## config.mk

```make
export PLATFORM = sky130hd
export DESIGN_NAME = icetap_capture_ctrl
export DESIGN_NICKNAME = d
export VERILOG_FILES = /design/src/rtl/icetap_capture_ctrl.sv
export SDC_FILE = /design/constraint.sdc
export NUM_CORES = 1
export LEC_CHECK = 0
export CAP_MARGIN = 5
export CORE_UTILIZATION = 58
export CTS_BUF_LIST = sky130_fd_sc_hd__clkbuf_8
export DETAILED_ROUTE_END_ITERATION = 8
export PLACE_DENSITY_LB_ADDON = 0.05
export SYNTH_ARGS = -nofsm -noshare
export SYNTH_HDL_FRONTEND = slang
export SYNTH_SLANG_ARGS = --single-unit
```

## constraint.sdc

```tcl
create_clock -name src_clk -period 4.6 [get_ports src_clk]
set_clock_uncertainty 0.05 [all_clocks]
set_input_delay 0.69 -clock src_clk [delete_from_list [all_inputs] [get_ports src_clk]]
set_output_delay 0.69 -clock src_clk [all_outputs]
set_load 0.005 [all_outputs]
```

## src/rtl/icetap_capture_ctrl.sv

```systemverilog
// Capture sequencer for the icetap buffer: arms on start, records into a circular
// BRAM buffer, places the trigger at start/middle/end of the record, drives read-out.
module icetap_capture_ctrl #(
  parameter int unsigned RECORD_DEPTH  = 256,
  parameter int unsigned RAM_ADDR_BITS = $clog2(RECORD_DEPTH)
) (
  input  logic                     src_clk,
  input  logic                     src_reset_,
  input  logic                     start,
  input  logic                     abort,
  input  logic [1:0]               trigger_pos,
  input  logic                     store_hit,
  input  logic                     trigger_hit,
  output logic                     wr_ena,
  output logic [RAM_ADDR_BITS-1:0] wr_addr,
  output logic [1:0]               state,
  output logic [RAM_ADDR_BITS-1:0] start_addr,
  output logic [RAM_ADDR_BITS-1:0] trigger_addr,
  output logic [RAM_ADDR_BITS-1:0] stop_addr,
  input  logic                     read_req_first,
  input  logic                     read_req_next,
  output logic [RAM_ADDR_BITS-1:0] rd_addr
);

  typedef enum logic [1:0] {
    IDLE         = 2'd0,
    WAIT_TRIGGER = 2'd1,
    POST_TRIGGER = 2'd2,
    DONE         = 2'd3
  } state_t;

  localparam logic [RAM_ADDR_BITS-1:0] ADDR_ONE = RAM_ADDR_BITS'(1);
  localparam logic [RAM_ADDR_BITS-1:0] POST_MID = RAM_ADDR_BITS'(RECORD_DEPTH / 2);

  state_t                   cur_state, nxt_state;
  logic [RAM_ADDR_BITS-1:0] ptr, ptr_d;
  logic                     wrapped, wrapped_d;
  logic [RAM_ADDR_BITS-1:0] post_cnt, post_cnt_d;
  logic [1:0]               pos, pos_d;
  logic                     wr_ena_d;
  logic [RAM_ADDR_BITS-1:0] wr_addr_d, start_addr_d, trigger_addr_d, stop_addr_d;
  logic [RAM_ADDR_BITS-1:0] post_len;
  logic                     do_wr, finish;

  assign state = cur_state;

  always_comb begin
    case (pos)
      2'd0:    post_len = '1;
      2'd2:    post_len = '0;
      default: post_len = POST_MID;
    endcase
  end

  always_comb begin
    nxt_state      = cur_state;
    ptr_d          = ptr;
    wrapped_d      = wrapped;
    post_cnt_d     = post_cnt;
    pos_d          = pos;
    wr_ena_d       = 1'b0;
    wr_addr_d      = wr_addr;
    start_addr_d   = start_addr;
    trigger_addr_d = trigger_addr;
    stop_addr_d    = stop_addr;
    do_wr          = 1'b0;
    finish         = 1'b0;

    if (abort) begin
      nxt_state = IDLE;
    end else if (start) begin
      nxt_state = WAIT_TRIGGER;
      ptr_d     = '0;
      wrapped_d = 1'b0;
      pos_d     = trigger_pos;
    end else begin
      case (cur_state)
        WAIT_TRIGGER: begin
          do_wr = store_hit | trigger_hit;
          if (trigger_hit) begin
            trigger_addr_d = ptr;
            post_cnt_d     = post_len;
            if (post_len == '0) finish = 1'b1;
            else                nxt_state = POST_TRIGGER;
          end
        end
        POST_TRIGGER: begin
          do_wr = store_hit;
          if (store_hit) begin
            post_cnt_d = post_cnt - ADDR_ONE;
            if (post_cnt == ADDR_ONE) finish = 1'b1;
          end
        end
        default: ;
      endcase

      if (do_wr) begin
        wr_ena_d  = 1'b1;
        wr_addr_d = ptr;
        ptr_d     = ptr + ADDR_ONE;
        wrapped_d = wrapped | (ptr == '1);
      end
      // finish always coincides with a write, so wrapped_d already covers the final wrap
      if (finish) begin
        nxt_state    = DONE;
        stop_addr_d  = ptr;
        start_addr_d = wrapped_d ? ptr + ADDR_ONE : '0;
      end
    end
  end

  always_ff @(posedge src_clk or negedge src_reset_) begin
    if (!src_reset_) begin
      cur_state    <= IDLE;
      ptr          <= '0;
      wrapped      <= 1'b0;
      post_cnt     <= '0;
      pos          <= '0;
      wr_ena       <= 1'b0;
      wr_addr      <= '0;
      start_addr   <= '0;
      trigger_addr <= '0;
      stop_addr    <= '0;
    end else begin
      cur_state    <= nxt_state;
      ptr          <= ptr_d;
      wrapped      <= wrapped_d;
      post_cnt     <= post_cnt_d;
      pos          <= pos_d;
      wr_ena       <= wr_ena_d;
      wr_addr      <= wr_addr_d;
      start_addr   <= start_addr_d;
      trigger_addr <= trigger_addr_d;
      stop_addr    <= stop_addr_d;
    end
  end

  always_ff @(posedge src_clk or negedge src_reset_) begin
    if (!src_reset_)         rd_addr <= '0;
    else if (read_req_first) rd_addr <= start_addr;
    else if (read_req_next)  rd_addr <= rd_addr + ADDR_ONE;
  end

endmodule

```

==> metrics.yaml, run 1 <==
global_route:
  grt_pass1_vias: 2132
  grt_pass1_wl_mm: 10.0
  grt_use_total_pct: 25.1
  antenna_found_initial: 0
  grt_max_degree: 63
  grt-ovfl-total: 0
synth:
  yosys_register_bits: 62
  syn_area_per_cell_um2: 10.6
  yosysWarnings: 0
  synth_edf_count: 0
  synth_cells: 279
  netlist_area_mm2: 0.00295
  ys_seq_area_share_pct: 52.5
  syn_nets: 295
  ys.flop_type: "dfrtp_1"
  synthArstFlopShare_pct: 100
  synth_cell_types: 51
drt:
  firstDrtPassIters: 4
  ant_nets: 0
  drc: 0
  wl_per_cell_um: 14.9
  vias_per_cell: 5.55
  drtIter0Drc: 173
  finalWirelength_mm: 5.99
  vias: 2226
layout:
  syn_to_final_growth_pct: 24.2
  antenna_cells: 0
  instances_no_fill: 401
  final_layout_size_suffix_gt1_share_pct: 13.2
  final_nets: 346
placement:
  post-dp-hpwl_mm: 4.06
  place_inst: 386
  port_buffers: 52
  gp_congestion: 0.785
die:
  initial_core_util_pct: 61.3
  core_mm2: 0.00482
  rows: 25
  io_pins: 53
  die_width_um: 73.4
  die_h_um: 73.4
  die-area_mm2: 0.00538
worst_setup_path:
  r2r_slack_ns: 2.08
  cp-end-kind: "register"
  worstSetupPathType: "primary input to register"
  r2r_cells: 6
  cp.required_ns: 4.76
  critPathArrivalTime_ns: 2.69
  path_max_fanout: 17
  reg2reg_to: "post_cnt[7]"
  timing.rr.start: "state[0]"
  worstSetupStartpointType: "primary input"
clock_tree:
  cts_tree: "yes"
  cts.repair.resized: 0
  cts-root-buf: "clkbuf_8"
  clock_latency_ns: 0.33
  cts.reportedPaths.clkPinSlew_ns: 0.07
  clockBufferDepth: 2
  postCtsSetupRepairBufs: 0
  htreeDepth: 3
  cts.sinks: 62
  cts-buffers-inserted: 9
  cts_hold_buf: 0
hold_path:
  hold_path_depth: 2
  hold_path.class: "register to register"
  min_from: "wr_addr[5]"
  hold_end: "wr_addr[5]"
run:
  maxCapViolations: 0
power_and_ir_drop:
  power_density_mw_per_mm2: 341
  irDropWorstVdd_uv: 241
  p_leak_nw: 1.64
sta:
  tightest_slew_ns: 0.969
  hold_viol: 0
  timing.fmax_mhz: 395
  slew_viol_final: 0
  fin_crit_ns: 2.53
  fin_crit_sh_pct: 55.0
  setup_viol: 0
  rsz0062_at_grt: "false"
  finalSetupTns_ns: 0
  maxSlewHeadroom_pct: 35.3
outcome:
  status: "completed"
final cells by class:
cell class	count	area [µm²]
Inverter	7	26.3
Sequential cell	62	1550
Tap cell	67	83.8
Multi-Input combinational cell	197	1300
Fill cell	374	1150
Clock buffer	9	124
Timing Repair Buffer	53	523
Clock inverter	6	56.3
synth_stat cells (all sizes together) (2+ instances only):
cell type	number	area share [%]
nand2b	3	0.64
and3	2	0.42
nand2	50	6.4
mux2	19	7.4
inv	7	0.89
a31oi	3	0.85
nor2	15	2.0
nand3	10	1.7
ha	6	2.5
nor3b	2	0.51
buf	9	1.9
a221o	4	1.4
o21ai	24	4.1
xor2	7	2.1
or3	2	0.76
mux2i	2	0.68
nor3	6	1.6
nor2b	4	0.85
a22o	4	1.2
dfrtp	62	53
nand4	3	0.64
clkbuf	4	0.51
o2bb2ai	3	0.89
xnor2	6	1.8
o31ai	2	0.51
a21oi	7	1.2
cells in the final DEF, fill, tap and decap left out, types with 4 or more instances in the layout:
master and n:
a22o_1 4, clkbuf_8 9, nor2b_1 4, xnor2_1 6
inv_1 8, nor3_1 4, nor2_1 14, dfrtp_1 62
o21ai_0 22, xor2_1 7, mux2_2 17, clkdlybuf4s50_1 51
ha_1 6, nand3_1 10, a21oi_1 7, nand2_1 49
sequential cells by signal, indices dropped and copies added, names as in the netlist:
name / count
rd_addr: 8
start_addr: 8
pos: 2
post_cnt: 8
wrapped: 1
wr_ena: 1
wr_addr: 8
ptr: 8
trigger_addr: 8
state: 2
stop_addr: 8
worst max path at each step:
stage	startpoint	end	slack, ns
after CTS	state[0]	post_cnt[7]	2.06
after global placement	abort	stop_addr[6]	1.79
after global routing	state[0]	ptr[2]	1.85
after floorplan	start	stop_addr[5]	2.54
final	abort	stop_addr[4]	2.07
after detailed placement	abort	stop_addr[7]	1.75
where the power goes:
| part | switching [mW] | internal [mW] | total, mW | leakage [nW] |
|---|---|---|---|---|
| clock | 0.201 | 0.242 | 0.444 | 0.101 |
| sequential | 0.0487 | 0.580 | 0.628 | 0.840 |
| combinational | 0.0866 | 0.0914 | 0.178 | 0.699 |
metrics by stage:
step | total power [mW] | setup slack, ns | area, µm² | hold slack, ns | utilization (%)
finish | 1.25 | 2.07 | 3670 | 0.424 | 76.2
global route | 1.31 | 1.85 | 3670 | 0.452 | 76.2
CTS | 1.26 | 2.06 | 3670 | 0.428 | 76.2
detailed placement | 0.815 | 1.75 | 3490 | 0.412 | 72.4
global placement | 0.809 | 1.79 | 3490 | 0.407 | 72.4
floorplan | 0.749 | 2.54 | 2950 | 0.344 | -
critical path: stages:
cell             delay (ns)
clkdlybuf4s50_1        0.65
or3_4                  0.19
nor2_2                 0.04
a31oi_2                0.70
mux2_2                 0.42
cells by family after synthesis:
family	synth area share [%]
and+or+nand+nor	16.9
DFF	52.5
xor gates and xnor gates	3.86
adders and majority gates	2.54
AOI/OAI and AO/OA	12.8
muxes	8.05
buffers and inverters	3.30
layer usage:
metal	up-vias	global-route usage [%]	wire length (µm)
met5	-	0	0
met4	0	11.5	104
met3	10	3.98	202
met2	53	39.1	2880
met1	1080	34.8	2800
li1	1083	-	-
Note: power is estimated with default switching activity, not from simulation.
==> run 2: changes to the inputs <==
Settings changed: CORE_UTILIZATION 58 to 54.
Clock period 4.6 ns to 2.6 ns, I/O delays scaled along.
==> metrics.yaml, run 2 (synthesis gave the netlist of run 1 again) <==
placement:
  port_buffers: 52
  place_inst: 395
  post-dp-hpwl_mm: 4.25
  dp_slack_ns: -0.00670
  gp_congestion: 0.838
sta:
  slew_viol_final: 0
  timing.fmax_mhz: 427
  fin_crit_ns: 2.34
  fin_crit_sh_pct: 90.1
  finalSetupTns_ns: 0
  rsz0062_at_grt: "false"
  hold_viol: 0
  maxSlewHeadroom_pct: 37.1
  fin_ws_ns: 0.257
  tightest_slew_ns: 0.940
  setup_viol: 0
die:
  core_mm2: 0.00517
  rows: 26
  die_h_um: 75.9
  die-area_mm2: 0.00577
  io_pins: 53
  die_width_um: 75.9
  initial_core_util_pct: 57.1
layout:
  n_fill_cell: 379
  register_area_mm2: 0.00155
  instances_no_fill: 411
  final_cell_mix: "62 x dfrtp_1, 51 x clkdlybuf4s50_1, 49 x nand2_1"
  antenna_cells: 0
  syn_to_final_growth_pct: 26.5
  layout_commonest_cell: "dfrtp_1"
  multi_input_area_mm2: 0.00130
  final_layout_size_suffix_gt1_share_pct: 15.0
  final_nets: 353
hold_path:
  min_from: "wr_addr[0]"
  hold_path.class: "register to register"
  hold_end: "wr_addr[0]"
  hold_path_depth: 2
global_route:
  grt_use_total_pct: 23.6
  grt_pass1_wl_mm: 10.8
  antenna_found_initial: 0
  grt_max_degree: 23
  grt_pass1_vias: 2222
  grt-ovfl-total: 0
power_and_ir_drop:
  power_density_mw_per_mm2: 602
  irDropWorstVdd_uv: 388
  p_leak_nw: 1.67
  total_power_mw: 2.25
clock_tree:
  clockBufferDepth: 2
  clock_latency_ns: 0.33
  cts-root-buf: "clkbuf_8"
  htreeDepth: 3
  postCtsSetupRepairBufs: 0
  cts.reportedPaths.clkPinSlew_ns: 0.07
  cts.repair.resized: 0
  cts-buffers-inserted: 9
  cts.sinks: 62
  cts_tree: "yes"
worst_setup_path:
  reg2reg_to: "stop_addr[1]"
  cp.required_ns: 2.76
  critPathArrivalTime_ns: 2.50
  path_max_fanout: 17
  r2r_cells: 5
  worstSetupStartpointType: "register"
  timing.rr.start: "state[1]"
  cp-end-kind: "register"
  worstSetupPathType: "register to register"
  r2r_slack_ns: 0.26
drt:
  wl_per_cell_um: 14.7
  vias_per_cell: 5.51
  drc: 0
  vias: 2264
  drtIter0Drc: 141
  firstDrtPassIters: 4
  ant_nets: 0
  finalWirelength_mm: 6.05
outcome:
  status: "completed"
run:
  maxCapViolations: 0
run 2: cell count changes in the layout (fill, tap and decap cells not counted), sizes merged:
cell         previous run  this run
buf                     2         8
clkbuf                  9        10
clkinv                  3         2
clkinvlp                0         1
dlygate4sd3             0         1
inv                     9         8
run 2: worst max path at each step:
| stage | startpoint | end | slack, ns | cells past startpoint |
|---|---|---|---|---|
| detailed placement | start | stop_addr[3] | -0.007 | 5 |
| floorplan | state[0] | stop_addr[5] | 0.57 | 7 |
| CTS | state[0] | stop_addr[1] | 0.25 | 6 |
| global route | state[0] | start_addr[2] | 0.07 | 7 |
| global placement | start | stop_addr[7] | 0.09 | 5 |
| finish | state[1] | stop_addr[1] | 0.26 | 5 |
run 2: stage by stage:
step / utilization, % / cell area, µm² / hold slack (ns)
final: 72.2 / 3740 / 0.423
after global routing: 72.2 / 3740 / 0.451
after CTS: 72.2 / 3740 / 0.429
after detailed placement: 68.4 / 3540 / 0.344
after global placement: 68.4 / 3540 / 0.343
after floorplan: - / 2950 / 0.0444
run 2: timing repair:
| item | in CTS | in global routing |
|---|---|---|
| endpoints found under the setup margin | 0 | 0 |
| hold endpoints to repair | 20 | 0 |
| hold buffers | 1 | 0 |
run 2: metal layers:
metal / part of all wire [%] / track usage [%]
met1: 48 / 31.8
met2: 46 / 36.6
met3: 4.5 / 6.14
met4: 1.2 / 9.23
met5: 0 / 0
run 2: layout make-up:
cell class                 count  area share [%]
multi-input combinational    197            34.9
tap                           70            2.34
sequential                    62            41.5
clock buffer                  10            3.68
inverter                       7           0.703
clock inverter                 5            1.37
timing repair buffer          60            15.5
run 2: critical path, stage by stage (launching register included):
cell and delay (ns):
dfrtp_1 0.41, ha_1 0.40, or3_4 0.17, nor2_2 0.04
a31oi_2 0.73, mux2_2 0.42
run 2: report_power, final:
part	switching, mW	leakage [nW]	internal (mW)
sequential	0.0904	0.840	1.03
combinational	0.151	0.732	0.165
clock	0.361	0.0993	0.457
==> run 3: changes to the inputs <==
Settings changed: CORE_UTILIZATION 54 to 58.
Clock period 2.6 ns to 2.95 ns, I/O delays scaled along.
==> metrics.yaml, run 3 (synthesis gave the netlist of run 1 again) <==
outcome:
  status: "completed"
drt:
  drc: 0
  finalWirelength_mm: 6.28
  ant_nets: 0
  firstDrtPassIters: 4
  drtIter0Drc: 133
  vias: 2277
  wl_per_cell_um: 15.6
  vias_per_cell: 5.66
die:
  rows: 25
  die-area_mm2: 0.00538
  io_pins: 53
  die_width_um: 73.4
  die_h_um: 73.4
  initial_core_util_pct: 61.3
  core_mm2: 0.00482
sta:
  setup_viol: 0
  fin_crit_sh_pct: 86.8
  maxSlewHeadroom_pct: 34.4
  timing.fmax_mhz: 390
  tightest_slew_ns: 0.983
  rsz0062_at_grt: "false"
  slew_viol_final: 0
  finalSetupTns_ns: 0
  fin_crit_ns: 2.56
  hold_viol: 0
placement:
  port_buffers: 52
  gp_congestion: 0.795
  post-dp-hpwl_mm: 4.37
  place_inst: 387
power_and_ir_drop:
  irDropWorstVdd_uv: 348
  p_leak_nw: 1.65
  power_density_mw_per_mm2: 549
  total_power_mw: 2.03
clock_tree:
  clockBufferDepth: 2
  postCtsSetupRepairBufs: 0
  cts.reportedPaths.clkPinSlew_ns: 0.07
  cts-root-buf: "clkbuf_8"
  cts_tree: "yes"
  clock_latency_ns: 0.33
  cts-buffers-inserted: 9
  htreeDepth: 3
  cts.sinks: 62
  cts_hold_buf: 0
  cts.repair.resized: 0
layout:
  final_nets: 347
  instances_no_fill: 402
  final_cell_mix: "62 x dfrtp_1, 51 x clkdlybuf4s50_1, 49 x nand2_1"
  syn_to_final_growth_pct: 25.4
  n_fill_cell: 357
  layout_commonest_cell: "dfrtp_1"
  final_layout_size_suffix_gt1_share_pct: 14.0
  final_util_pct: 76.9
  antenna_cells: 0
global_route:
  antenna_found_initial: 0
  grt-ovfl-total: 0
  grt_max_degree: 30
  grt_use_total_pct: 26.4
  grt_pass1_wl_mm: 10.4
  grt_pass1_vias: 2169
worst_setup_path:
  critPathArrivalTime_ns: 2.73
  cp-end-kind: "register"
  worstSetupStartpointType: "register"
  path_max_fanout: 16
  slowest_stage: "o2111ai_1"
  cp.required_ns: 3.12
  max_stage_delay_ns: 0.88
  path_cells: "inv_1 > ha_1 > o2111ai_1 > nor2_1 > mux2_4 > a221o_1"
  worstSetupPathType: "register to register"
hold_path:
  hold_path.class: "primary input to async pin"
run:
  maxCapViolations: 0
run 3: changes by cell type in the layout (fill, tap and decap cells not counted), sizes merged:
cell,previous run,this run
dlygate4sd3,1,0
buf,8,3
clkinv,2,1
inv,8,7
clkbuf,10,12
run 3: per-layer routing:
metal / part of all wire, % / vias up / routed length [µm] / global-route usage (%)
met5: 0 / - / 0 / 0
met4: 2.7 / 0 / 170 / 15.0
met2: 47 / 78 / 2950 / 40.2
met1: 46 / 1101 / 2870 / 35.4
li1: - / 1083 / - / -
met3: 4.7 / 15 / 293 / 5.21
run 3: through the flow:
| step | hold slack, ns | setup WS (ns) | cell area (µm²) |
|---|---|---|---|
| 2_1_floorplan | 0.0969 | 0.920 | 2950 |
| 3_3_place_gp | 0.407 | 0.372 | 3500 |
| 3_5_place_dp | 0.412 | 0.248 | 3500 |
| 4_1_cts | 0.0789 | 0.386 | 3700 |
| 5_1_grt | 0.121 | 0.198 | 3700 |
| 6_report | 0.0744 | 0.388 | 3700 |
run 3: area by class of cell:
class | count | area [µm²] | area share (%)
clock inverter | 3 | 42.5 | 1.15
sequential | 62 | 1550 | 41.9
inverter | 7 | 26.3 | 0.709
multi-input combinational | 197 | 1300 | 35.2
timing repair buffer | 54 | 531 | 14.3
tap | 67 | 83.8 | 2.26
clock buffer | 12 | 165 | 4.46
run 3: path summary, 6_finish.rpt:
path | from | endpoint | slack, ns | cells after the start
max reg2reg | state[0] | post_cnt[7] | 0.39 | 6
max | state[0] | post_cnt[7] | 0.39 | 6
min reg2reg | wr_addr[3] | wr_addr[3] | 0.42 | 2
min in group src_clk | wr_addr[3] | wr_addr[3] | 0.42 | 2
min | src_reset_ | rd_addr[4] | 0.07 | 1
max in group asynchronous | src_reset_ | stop_addr[6] | 1.98 | 2
run 3: report_power, final:
part	internal [mW]	switching, mW
clock	0.453	0.317
combinational	0.143	0.139
sequential	0.904	0.0784
run 3: critical path: cells and delay by family (launching register included):
kind                     cells  cell delay [ns]
multiplexers                 1             0.30
AND/OR/NAND/NOR              1             0.09
buffers and inverters        1             0.07
AO/OA/AOI/OAI                2             1.17
adder cells (fa/ha/maj)      1             0.38
flip-flops                   1             0.39
